### config.mk
export PLATFORM = sky130hd
export DESIGN_NAME = fifo_rptr_empty
export DESIGN_NICKNAME = d
export VERILOG_FILES = /design/src/rtl/fifo_pkg.sv /design/src/rtl/fifo_gray2bin.sv /design/src/rtl/fifo_rptr_empty.sv
export SDC_FILE = /design/constraint.sdc
export NUM_CORES = 1
export LEC_CHECK = 0
export CORE_UTILIZATION = 39
export CTS_CLUSTER_SIZE = 10
export DETAILED_ROUTE_END_ITERATION = 6
export PLACE_DENSITY = 0.76
export SKIP_CTS_REPAIR_TIMING = 1
export SLEW_MARGIN = 10
export SYNTH_ARGS = -nofsm -noshare
export SYNTH_HDL_FRONTEND = slang
export SYNTH_SLANG_ARGS = --single-unit
### constraint.sdc
create_clock -name rclk -period 2.33 [get_ports rclk]
set_input_delay 0.466 -clock rclk [delete_from_list [all_inputs] [get_ports rclk]]
set_output_delay 0.466 -clock rclk [all_outputs]
set_load 0.02 [all_outputs]
### src/rtl/fifo_pkg.sv
// Shared async-FIFO definitions: default address width, pointer type and Gray/binary helpers.
package fifo_pkg;

  localparam int ADDRSIZE = 4;

  typedef logic [ADDRSIZE:0] ptr_t;

  function automatic ptr_t bin2gray(input ptr_t bin);
    return (bin >> 1) ^ bin;
  endfunction

  function automatic ptr_t gray2bin(input ptr_t gray);
    ptr_t bin;
    bin[ADDRSIZE] = gray[ADDRSIZE];
    for (int i = ADDRSIZE - 1; i >= 0; i--) begin
      bin[i] = bin[i+1] ^ gray[i];
    end
    return bin;
  endfunction

endpackage

### src/rtl/fifo_gray2bin.sv
// Parameterized Gray-to-binary converter; purely combinational XOR-prefix.
module fifo_gray2bin #(
  parameter int W = 5
) (
  input  logic [W-1:0] gray,
  output logic [W-1:0] bin
);

  // Each binary bit is the parity of the Gray bits at and above it.
  for (genvar i = 0; i < W; i++) begin : g_bit
    assign bin[i] = ^gray[W-1:i];
  end

endmodule

### src/rtl/fifo_rptr_empty.sv
// Read-side pointer, registered empty flag and sticky underflow for the async FIFO.
// Optional read-side level / almost-empty enabled by defining FIFO_RLEVEL_EN.
module fifo_rptr_empty
  import fifo_pkg::*;
#(
  parameter int ADDRSIZE      = fifo_pkg::ADDRSIZE,
  parameter int AEMPTY_THRESH = 2
) (
  input  logic                rclk,
  input  logic                rrst,
  input  logic                rinc,
  input  logic [ADDRSIZE:0]   rq2_wptr,
  input  logic                rerr_clr,
  output logic [ADDRSIZE-1:0] raddr,
  output logic [ADDRSIZE:0]   rptr,
  output logic                rempty,
  output logic                rerr,
  output logic [ADDRSIZE:0]   rlevel,
  output logic                ralmost_empty
);

  logic [ADDRSIZE:0] rbin;
  logic [ADDRSIZE:0] rbinnext;
  logic [ADDRSIZE:0] rgraynext;
  logic              rd_en;
  logic              rerr_set;

  // Read handshake: rinc is a request; an entry is consumed on a rising rclk
  // edge only when rinc=1 and rempty=0. rinc while empty is an underflow.
  assign rd_en     = rinc & ~rempty;
  assign rerr_set  = rinc & rempty;
  assign rbinnext  = rbin + {{ADDRSIZE{1'b0}}, rd_en};
  assign rgraynext = (rbinnext >> 1) ^ rbinnext;
  assign raddr     = rbin[ADDRSIZE-1:0];

  always_ff @(posedge rclk) begin
    if (rrst) begin
      rbin   <= '0;
      rptr   <= '0;
      rempty <= 1'b1;
      rerr   <= 1'b0;
    end else begin
      rbin   <= rbinnext;
      rptr   <= rgraynext;
      // Look-ahead compare sets empty on the same edge the last entry leaves.
      rempty <= (rgraynext == rq2_wptr);
      rerr   <= rerr_set | (rerr & ~rerr_clr);
    end
  end

`ifdef FIFO_RLEVEL_EN
  localparam logic [ADDRSIZE:0] THRESH = AEMPTY_THRESH[ADDRSIZE:0];

  logic [ADDRSIZE:0] wbin;
  logic [ADDRSIZE:0] level_next;

  fifo_gray2bin #(.W(ADDRSIZE + 1)) u_wgray2bin (
    .gray (rq2_wptr),
    .bin  (wbin)
  );

  assign level_next = wbin - rbinnext;

  always_ff @(posedge rclk) begin
    if (rrst) begin
      rlevel        <= '0;
      ralmost_empty <= 1'b1;
    end else begin
      rlevel        <= level_next;
      ralmost_empty <= (level_next <= THRESH);
    end
  end
`else
  assign rlevel        = '0;
  assign ralmost_empty = 1'b0;
`endif

endmodule

==> results.txt <==
----------------------------------------------------
[Outcome]
  Outcome ... finished clean

[Timing]
  Setup-failing EPs final ... 0
  Worst-case clock skew ... 0.00179 ns
  Hold violation total from the final report ... 0
  Fmax ... 476 MHz
  Worst Setup Slack, final ... 0.227 ns
  Sum of negative setup slack ... 0 ns
  Unrepaired setup endpoints after global routing ... no
  Tmin final ... 2.10 ns
  Period utilization ... 90.3%
  Final count of pins violating max slew ... 0

[Yosys]
  Proportion of register bits with asynchronous set or reset after synthesis ... 0%
  Top-count cell post-synth ... sky130_fd_sc_hd__dfxtp_1
  #FFs+latches synth ... 11
  Number of flops mapped to enable cells by yosys ... 0
  Number of different library cells in the post-synthesis netlist ... 18
  Yosys warnings ... 0
  Number of standard cells after synthesis ... 61
  Area share of the leading cell type in the synthesized netlist ... 38.8%
  Area of the mapped netlist ... 568 sq um
  Average size of a mapped cell ... 9.31 sq um
  Synth cell count leaders ... 11 x sky130_fd_sc_hd__dfxtp_1, 7 x sky130_fd_sc_hd__nor2_1
  Sequential-to-total area share from yosys stat ... 38.8%
  Most instantiated flip-flop cell in the synthesis netlist ... sky130_fd_sc_hd__dfxtp_1
  Cell taking the most area after synthesis ... sky130_fd_sc_hd__dfxtp_1
  Main area contributors after synthesis ... sky130_fd_sc_hd__dfxtp_1 39%, sky130_fd_sc_hd__xnor2_1 9.3%, sky130_fd_sc_hd__xor2_1 9.3%

[Final layout]
  Number of antenna cells inserted ... 0
  Number of nets in the layout ... 98
  Filler Cell Count ... 122
  Layout cell share with drive strength beyond 1 ... 11.6%
  Signed area change from the synthesized netlist to the final layout ... 41.4%

[Routing]
  Via count ... 445
  Average vias per placed instance ... 4.41
  WL per Instance ... 10.1 um
  Number of nets with antenna violations after detailed routing ... 0
  DRC violation count after routing ... 0
  Initial DRT Pass Iterations ... 4
  Post-detailed-routing wire length ... 1020 um
  Violation count after the first detailed-route iteration ... 6

[Flow run]
  # Max-Cap Violations ... 0

[Die]
  Horizontal extent of the die ... 40.2 um
  Die H ... 40.2 um
  Die ar. ... 0.00161 sq mm
  FP Rows ... 13
  IO Count ... 26
  Placeable core area ... 0.00133 sq mm
  Initial core utilization ... 42.6%

[Clock tree]
  Clock latency reported for the late side of the worst-skew pair ... 0.27 ns
  TritonCTS Buffers ... 3
  CTS H-tree lvls ... 1
  Clock transition at path regs ... 0.07 ns
  Maximum clock insertion buffer count ... 2
  Sinks on Clock Net ... 11
  CTS Root Buffer Type ... sky130_fd_sc_hd__clkbuf_4
  TritonCTS clock tree ... yes

[Setup path]
  Worst-path fanout max ... 4
  Kind of start point of the critical path ... input pin
  Worst endpoint data arrival time ... 2.27 ns
  Length in cells of the worst reg-to-reg path ... 7
  Endpoint type of the worst setup path ... flop
  Setup CP Type ... in2reg
  Data required time of the critical path ... 2.50 ns

[Hold path]
  Class of the most critical hold timing path ... reg2reg
  Number of cells on the worst hold path ... 2

[Place]
  Post-DP HPWL ... 764 um
  Post-Place Worst Slack ... -0.0498 ns
  Routability congestion estimate ... 0.756
  Number of input and output port buffers inserted ... 19

[Power and ir drop]
  Pwr Density ... 510 mW/mm^2
  Maximum ir drop on the vdd rail ... 0.000234 V
  Reported leakage power ... 0.337 nW

[Global routing]
  Number of global-route vias before repair ... 363
  Initial antenna violation count ... 0
  Largest net degree at the start of global routing ... 12
  Overall global routing resource usage ... 15.9%
  Global-route wire length before repair ... 1520 um
  Overflow left after global routing ... 0

----------------------------------------------------
==> report_power, final <==
group	internal (mW)	leakage (nW)	total (mW)	switching (mW)
clock network	0.0664	0.0150	0.131	0.0647
registers	0.195	0.0897	0.199	0.00355
logic	0.0396	0.232	0.0794	0.0398
total	0.301	0.337	0.409	0.108
==> logic make-up after synthesis <==
logic type / after synthesis / share of synthesized area (%)
compound gates: 5 / 5.95
fa+ha+maj: 2 / 4.40
other cells: 1 / 0.660
flops: 11 / 38.8
simple gates: 21 / 17.4
buf+inv: 7 / 8.59
xor+xnor: 14 / 24.2
==> worst max-delay path, cell delays in order <==
cell and delay, ns:
sky130_fd_sc_hd__clkdlybuf4s50_1 0.47, sky130_fd_sc_hd__nor2b_1 0.14, sky130_fd_sc_hd__ha_1 0.18, sky130_fd_sc_hd__ha_1 0.29
sky130_fd_sc_hd__nor2b_1 0.10, sky130_fd_sc_hd__a21oi_1 0.18, sky130_fd_sc_hd__o21ai_2 0.09, sky130_fd_sc_hd__xnor2_1 0.13
sky130_fd_sc_hd__a41o_1 0.23
==> sequential cells by signal, summed over array words and instances, names as in the netlist <==
register and flops:
rptr 5, rbin 4, rempty 1, rerr 1
==> area by class of cell <==
cell class,count,area (sq um),area share [%]
well taps,15,18.8,2.34
flip-flops and latches,11,220,27.4
repair buffers,23,220,27.4
clock buffers,4,26.3,3.27
multi-input cells,48,318,39.6
==> cell usage in the layout, fill, tap and decap left out, drive strengths merged <==
cell,Yosys,layout
nand3,2,2
conb,1,6
dfxtp,11,11
a41o,1,1
o21ai,2,2
clkdlybuf4s50,0,19
ha,2,2
xor2,7,7
nor2,7,7
nand2b,1,1
nor2b,6,6
clkbuf,1,4
xnor2,7,7
a21oi,2,2
nand2,5,5
buf,6,4
==> through the flow <==
stage | hold WS [ns] | util (%) | std cells | total power [mW] | area [sq um]
2_1_floorplan | 0.538 | - | 66 | 0.257 | 587
3_3_place_gp | 0.457 | 58.3 | 97 | 0.282 | 777
3_5_place_dp | 0.462 | 58.3 | 97 | 0.283 | 777
4_1_cts | 0.473 | 60.2 | 101 | 0.419 | 803
5_1_grt | 0.498 | 60.2 | 101 | 0.435 | 803
6_report | 0.469 | 60.2 | 101 | 0.409 | 803
==> layer usage <==
layer  global-route usage [%]  wire length [um]  vias up
met1                     18.3               461      197
li1                         -                 -      229
met2                     21.4               475       16
met4                     15.5                24        0
met3                     6.67                57        3
met5                        0                 0        -
==> worst paths after layout <==
path	slack, ns	end	start
min reg2reg	0.47	rerr$_SDFF_PP0_	rerr$_SDFF_PP0_
max	0.23	rempty$_SDFF_PP1_	rinc
min	0.47	rerr$_SDFF_PP0_	rerr$_SDFF_PP0_
max reg2reg	0.58	rempty$_SDFF_PP1_	rempty$_SDFF_PP1_
No activity file was read; power rests on OpenSTA's default activity.
